### src/rtl/legv8_bus_pkg.sv
// legv8_bus_pkg
//   Shared definitions for the LEGv8 peripheral bus controller:
//   - bus_state_t : controller FSM states (IDLE / ACCESS / DONE)
//   - ERR_*       : error codes recorded for a completed access
//   - sel_width() : width of the channel index field for N peripherals
package legv8_bus_pkg;

  typedef enum logic [1:0] {
    ST_IDLE   = 2'd0,
    ST_ACCESS = 2'd1,
    ST_DONE   = 2'd2
  } bus_state_t;

  localparam logic [1:0] ERR_NONE    = 2'd0;
  localparam logic [1:0] ERR_DECODE  = 2'd1;
  localparam logic [1:0] ERR_TIMEOUT = 2'd2;

  // A single peripheral still needs a 1-bit index field.
  function automatic int sel_width(input int n_periph);
    if (n_periph <= 1) return 1;
    return $clog2(n_periph);
  endfunction

endpackage

### src/rtl/bus_wait_timer.sv
// bus_wait_timer
//   Counts ACCESS cycles spent waiting for a peripheral ready.
//   Ports:
//     clock   : rising-edge clock
//     reset   : synchronous, active-high
//     clear   : synchronous clear of the count (held while not accessing)
//     enable  : count one waited cycle
//     expired : high in the cycle whose increment makes the count reach
//               TIMEOUT, so the FSM can leave ACCESS on that same edge
module bus_wait_timer
  import legv8_bus_pkg::*;
#(
  parameter int TIMEOUT = 15
) (
  input  logic clock,
  input  logic reset,
  input  logic clear,
  input  logic enable,
  output logic expired
);

  localparam int              CNT_W = $clog2(TIMEOUT + 1);
  localparam logic [CNT_W-1:0] LAST = CNT_W'(TIMEOUT - 1);

  logic [CNT_W-1:0] count;

  always_ff @(posedge clock) begin
    if (reset || clear) begin
      count <= '0;
    end else if (enable) begin
      count <= count + 1'b1;
    end
  end

  assign expired = enable && (count == LAST);

endmodule

### src/rtl/legv8_periph_bus.sv
// legv8_periph_bus
//   Address-decoded bus controller between the LEGv8 datapath memory port
//   and N memory-mapped peripherals. One access at a time; the CPU is
//   stalled until the access completes (ready), times out, or fails decode.
//   Ports:
//     clock, reset          : rising-edge clock, synchronous active-high reset
//     cpu_req/cpu_write     : access request (held until cpu_stall low), 1=store
//     cpu_addr/cpu_wdata    : access address / store data
//     cpu_rdata             : registered load data
//     cpu_stall             : combinational CPU freeze
//     cpu_err               : registered error flag, valid in DONE
//     p_sel/p_write         : registered one-hot select and write strobe
//     p_addr/p_wdata        : latched address / store data
//     p_rdata/p_ready       : packed per-channel read data and ready
module legv8_periph_bus
  import legv8_bus_pkg::*;
#(
  parameter int DATA_W   = 64,
  parameter int ADDR_W   = 64,
  parameter int N_PERIPH = 4,
  parameter int PSEL_LSB = 12,
  parameter int TIMEOUT  = 15
) (
  input  logic                         clock,
  input  logic                         reset,
  input  logic                         cpu_req,
  input  logic                         cpu_write,
  input  logic [ADDR_W-1:0]            cpu_addr,
  input  logic [DATA_W-1:0]            cpu_wdata,
  output logic [DATA_W-1:0]            cpu_rdata,
  output logic                         cpu_stall,
  output logic                         cpu_err,
  output logic [N_PERIPH-1:0]          p_sel,
  output logic                         p_write,
  output logic [ADDR_W-1:0]            p_addr,
  output logic [DATA_W-1:0]            p_wdata,
  input  logic [N_PERIPH*DATA_W-1:0]   p_rdata,
  input  logic [N_PERIPH-1:0]          p_ready
);

  localparam int               SEL_W   = sel_width(N_PERIPH);
  localparam int               SEL_W1  = SEL_W + 1;
  localparam logic [SEL_W:0]   N_LIMIT = SEL_W1'(N_PERIPH);

  bus_state_t          state;
  bus_state_t          state_nxt;

  logic [SEL_W-1:0]    req_idx;
  logic                req_valid;
  logic [N_PERIPH-1:0] req_onehot;

  logic [SEL_W-1:0]    acc_idx;
  logic                sel_ready;
  logic [DATA_W-1:0]   sel_rdata;

  logic                timer_clear;
  logic                timer_enable;
  logic                timer_expired;

  logic [1:0]          err_code;

  // Request decode: channel index field and its one-hot select.
  always_comb begin
    req_idx    = cpu_addr[PSEL_LSB +: SEL_W];
    req_valid  = ({1'b0, req_idx} < N_LIMIT);
    req_onehot = '0;
    for (int k = 0; k < N_PERIPH; k++) begin
      req_onehot[k] = (req_idx == SEL_W'(k));
    end
  end

  // Ready / read-data mux on the latched channel; other channels' ready
  // lines never reach the FSM.
  always_comb begin
    sel_ready = 1'b0;
    sel_rdata = '0;
    for (int k = 0; k < N_PERIPH; k++) begin
      if (acc_idx == SEL_W'(k)) begin
        sel_ready = p_ready[k];
        sel_rdata = p_rdata[k*DATA_W +: DATA_W];
      end
    end
  end

  bus_wait_timer #(
    .TIMEOUT (TIMEOUT)
  ) u_wait_timer (
    .clock   (clock),
    .reset   (reset),
    .clear   (timer_clear),
    .enable  (timer_enable),
    .expired (timer_expired)
  );

  // FSM state register.
  always_ff @(posedge clock) begin
    if (reset) begin
      state <= ST_IDLE;
    end else begin
      state <= state_nxt;
    end
  end

  // FSM next state. Ready is tested before expiry so a ready arriving in
  // the final wait cycle still completes successfully.
  always_comb begin
    state_nxt = state;
    unique case (state)
      ST_IDLE: begin
        if (cpu_req) begin
          state_nxt = req_valid ? ST_ACCESS : ST_DONE;
        end
      end
      ST_ACCESS: begin
        if (sel_ready || timer_expired) begin
          state_nxt = ST_DONE;
        end
      end
      ST_DONE: begin
        state_nxt = ST_IDLE;
      end
      default: begin
        state_nxt = ST_IDLE;
      end
    endcase
  end

  // FSM outputs. The counter only runs while waiting in ACCESS and is held
  // clear everywhere else, so every access starts from zero.
  always_comb begin
    cpu_stall    = cpu_req && (state != ST_DONE);
    timer_clear  = (state != ST_ACCESS);
    timer_enable = (state == ST_ACCESS) && !sel_ready;
  end

  // Registered bus-side and CPU-side outputs.
  always_ff @(posedge clock) begin
    if (reset) begin
      p_sel     <= '0;
      p_write   <= 1'b0;
      p_addr    <= '0;
      p_wdata   <= '0;
      cpu_rdata <= '0;
      acc_idx   <= '0;
      err_code  <= ERR_NONE;
    end else begin
      unique case (state)
        ST_IDLE: begin
          if (cpu_req) begin
            if (req_valid) begin
              p_sel   <= req_onehot;
              p_write <= cpu_write;
              p_addr  <= cpu_addr;
              p_wdata <= cpu_wdata;
              acc_idx <= req_idx;
            end else begin
              err_code <= ERR_DECODE;
            end
          end
        end
        ST_ACCESS: begin
          if (sel_ready) begin
            p_sel    <= '0;
            p_write  <= 1'b0;
            err_code <= ERR_NONE;
            if (!p_write) begin
              cpu_rdata <= sel_rdata;
            end
          end else if (timer_expired) begin
            p_sel    <= '0;
            p_write  <= 1'b0;
            err_code <= ERR_TIMEOUT;
            if (!p_write) begin
              cpu_rdata <= '0;
            end
          end
        end
        ST_DONE: begin
          err_code <= ERR_NONE;
        end
        default: begin
          err_code <= ERR_NONE;
        end
      endcase
    end
  end

  assign cpu_err = (err_code != ERR_NONE);

endmodule

### config.mk
export PLATFORM = sky130hd
export DESIGN_NAME = legv8_periph_bus
export DESIGN_NICKNAME = d
export VERILOG_FILES = /design/src/rtl/legv8_bus_pkg.sv /design/src/rtl/bus_wait_timer.sv /design/src/rtl/legv8_periph_bus.sv
export SDC_FILE = /design/constraint.sdc
export NUM_CORES = 1
export LEC_CHECK = 0
export CAP_MARGIN = 20
export CORE_AREA = 8 8 222 224
export CTS_CLUSTER_SIZE = 8
export DETAILED_ROUTE_END_ITERATION = 10
export DIE_AREA = 0 0 230 232
export GPL_TIMING_DRIVEN = 0
export HOLD_SLACK_MARGIN = 0.12
export PLACE_DENSITY_LB_ADDON = 0.2
export SETUP_SLACK_MARGIN = 0.4
export SLEW_MARGIN = 25
export SYNTH_ARGS = -nofsm -noshare
export SYNTH_HDL_FRONTEND = slang
export SYNTH_SLANG_ARGS = --single-unit
### constraint.sdc
create_clock -name clock -period 3.2 [get_ports clock]
set_clock_uncertainty 0.2 [all_clocks]
set_input_delay 0.48 -clock clock [delete_from_list [all_inputs] [get_ports clock]]
set_output_delay 0.48 -clock clock [all_outputs]
set_load 0.01 [all_outputs]
==> results.sh <==
export IMPL_dieArea_um2=53400
export IMPL_synthTopCellsByCount="nand2_1, dfxtp_1, inv_1"
export IMPL_die_x_um=230
export IMPL_met2WireLength_mm=23.3
export IMPL_yosysWarnings=0
export IMPL_synth_yosys_seq_area_share_pct=43.3
export IMPL_r2r_end="cpu_rdata[43]$_SDFFE_PP0P_"
export IMPL_grt_pass1_wl_mm=67.1
export IMPL_synthAdderAreaFrac_pct=0.265
export IMPL_synth_most_common_cell="nand2_1"
export IMPL_avgSynthCellArea_um2=9.49
export IMPL_place_area_um2=16100
export IMPL_routabilityCongestion=0.844
export IMPL_grt_max_degree=16
export IMPL_pre_cts_ws_ns=-0.362
export IMPL_synth_top_family_by_area="compound AO/OA/AOI/OAI gates"
export IMPL_grt_pass1_vias=9799
export IMPL_clock_sinks=204
export IMPL_synthCells=995
export IMPL_path_clk_slew_ns=0.05
export IMPL_netlist_cell_type_count=33
export IMPL_arrival_ns=2.79
export IMPL_finalSetupViolCount=0
export IMPL_drive_above_1_share_pct=12.5
export IMPL_drt_pass1_iterations=4
export IMPL_routed_via_density=4.30
export IMPL_synthMuxAreaShare_pct=15.5
export IMPL_hpwl_mm=38.5
export IMPL_cp_common_cell="clkbuf_1"
export IMPL_nets=2011
export IMPL_syn_area_um2=9440
export IMPL_cts_tree="yes"
export IMPL_synth_edf_count=0
export IMPL_wl_met3_mm=4.13
export IMPL_clock_latency_ns=0.56
export IMPL_overflow=0
export IMPL_crit_type="in -> reg"
export IMPL_relSlewSlack_pct=44.0
export IMPL_min_period_ns=2.58
export IMPL_yosysTopAreaCell="dfxtp_1"
export IMPL_whs_path_depth=2
export IMPL_synth_area_leaders="dfxtp_1, mux4_2, nand2_1, o32ai_2, a21oi_1"
export IMPL_fmax_mhz=387
export IMPL_final_antenna_net_count=0
export IMPL_synth_xor_area_share_pct=0.0928
export IMPL_ir_drop_uv=384
export IMPL_cts_made_buffers=30
export IMPL_slowest_stage="clkbuf_1"
export IMPL_cts_path_max_buffers=3
export IMPL_hold_path_endpoint="p_wdata[23]$_SDFFE_PP0P_"
export IMPL_cp_data_required_time_ns=3.41
export IMPL_p_leak_nw=6.12
export IMPL_initial_core_util_pct=20.6
export IMPL_finalInstanceArea_um2=16900
export IMPL_area_growth_pct=79.3
export IMPL_cts_max_level=1
export IMPL_wire_per_inst_um=21.1
export IMPL_worst_pin_slew_ns=0.840
export IMPL_synth_ff_latch_count=204
export IMPL_syn_num_nets=1389
export IMPL_root_buffer="clkbuf_16"
export IMPL_wl_mm=47.1
export IMPL_drc=0
export IMPL_cts_hold_buf=0
export IMPL_hp_class="reg -> reg"
export IMPL_port_buffers=590
export IMPL_rsz0062_at_grt="no"
export IMPL_die_h_um=232
export IMPL_ios=591
export IMPL_hold_start="p_wdata[23]$_SDFFE_PP0P_"
export IMPL_start_kind="primary input"
export IMPL_antenna_found_initial=1
export IMPL_drv_slew=0
export IMPL_met1Wirelength_mm=18.8
export IMPL_timing_final_ws_setup_ns=0.617
export IMPL_critPathCaptureType="flop"
export IMPL_min_period_over_period_pct=80.7
export IMPL_nFillCells=4708
export IMPL_crit_fanout=10
export IMPL_synth_top_flop_cell="dfxtp_1"
export IMPL_cap_violations=0
export IMPL_hold_viol_final=0
export IMPL_p_per_area_nw_per_um2=438
export IMPL_r2r_start="p_addr[12]$_SDFFE_PP0P_"
export IMPL_row_count=79
export IMPL_grt_usage_pct=16.6
export IMPL_synth_top_area_share_pct=43.3
export IMPL_reg2reg_depth=5
export IMPL_r2r_slack_ns=0.64
export IMPL_coreArea_um2=45900
export IMPL_topRoutingLayerUsed="met4"
export IMPL_drt_iter0_drc=414
export IMPL_async_flop_share_pct=0
export IMPL_crit_chain="clkdlybuf4s50_1 > clkbuf_1 > clkbuf_1 > clkbuf_2 > a21oi_1"
export IMPL_via_count=9586
export IMPL_holdWs_ns=0.251
export IMPL_status="completed"
export IMPL_synth_compound_area_share_pct=18.9
export IMPL_synth_simple_area_share_pct=12.4
export IMPL_max_stage_delay_ns=0.62
-- routing by layer --
layer / up-vias / GRT usage (%)
met5: - / 0
met3: 46 / 5.69
met4: 0 / 4.14
li1: 4624 / -
met1: 4539 / 19.5
met2: 377 / 28.6
-- cell usage in the layout (no fill, tap or decap), drive strengths merged, types with 2 or more instances in the layout --
cell and instances:
nor2b 2, clkinv 4, or3 2, a21oi 132, nor2 5, mux4 65
buf 35, o32ai 64, dfxtp 204, a31oi 5, nand2 266, nor3b 3
or3b 2, and3b 2, ha 2, clkbuf 81, inv 135, o31a 4
diode 2, clkdlybuf4s50 589, or4 4, o21ai 3
-- stage by stage --
stage	utilization (%)	cells	total power [W]	TNS [ns]
after floorplan	-	995	0.00360	0
final	36.9	2230	0.00742	0
after global routing	36.9	2228	0.00782	0
after CTS	36.9	2228	0.00759	0
after detailed placement	35.1	2192	0.00470	-9.44
after global placement	35.1	2192	0.00470	-4.90
-- logic make-up (layout without fill, tap and decap cells) --
kind of cell | Yosys count | after routing
AND/OR/NAND/NOR | 292 | 292
buffers and inverters | 219 | 845
XOR/XNOR | 1 | 1
other | 0 | 2
multiplexers | 65 | 65
adder cells (fa/ha/maj) | 2 | 2
flip-flops | 204 | 204
AO/OA/AOI/OAI | 212 | 212
-- how the worst max path moves through the flow --
stage	start	to	slack (ns)	cells past startpoint
final	reset	p_addr[22]$_SDFFE_PP0P_	0.62	5
after detailed placement	reset	p_addr[13]$_SDFFE_PP0P_	-0.36	5
after floorplan	p_ready[3]	cpu_rdata[10]$_SDFFE_PP0P_	1.22	5
after CTS	state[0]$_SDFFE_PP0P_	cpu_stall	0.36	4
after global placement	reset	p_addr[22]$_SDFFE_PP0P_	-0.34	5
after global routing	p_addr[12]$_SDFFE_PP0P_	cpu_rdata[43]$_SDFFE_PP0P_	0.41	5
-- flip-flops by register name, summed over array words and instances (netlist names) --
signal,flops
p_addr,64
p_sel,4
u_wait_timer.count,4
p_wdata,64
cpu_rdata,64
state,2
err_code,1
p_write,1
-- layout make-up --
type / count / area (um^2) / area share [%]
Timing Repair Buffer: 590 / 5910 / 34.9
Clock inverter: 4 / 31.3 / 0.185
Tap cell: 607 / 759 / 4.49
Antenna cell: 2 / 5.00 / 0.0296
Inverter: 135 / 507 / 2.99
Buffer: 84 / 402 / 2.37
Multi-Input combinational cell: 572 / 4460 / 26.3
Sequential cell: 204 / 4080 / 24.1
Clock buffer: 32 / 768 / 4.54
-- repair_timing --
item,CTS,global route
gates resized for setup,5,4
pin swaps,0,0
setup buffers,0,0
endpoints found under the setup margin,16,2
-- worst max-delay path, delay by kind of cell --
kind	cells	cell delay (ns)
AO/OA/AOI/OAI	1	0.08
buffers and inverters	4	2.22
-- power breakdown --
group	internal, W	switching [W]
clock	0.00167	0.00112
combinational	0.00104	0.000789
sequential	0.00271	0.0000952
Power figures use the tool's default switching activity.
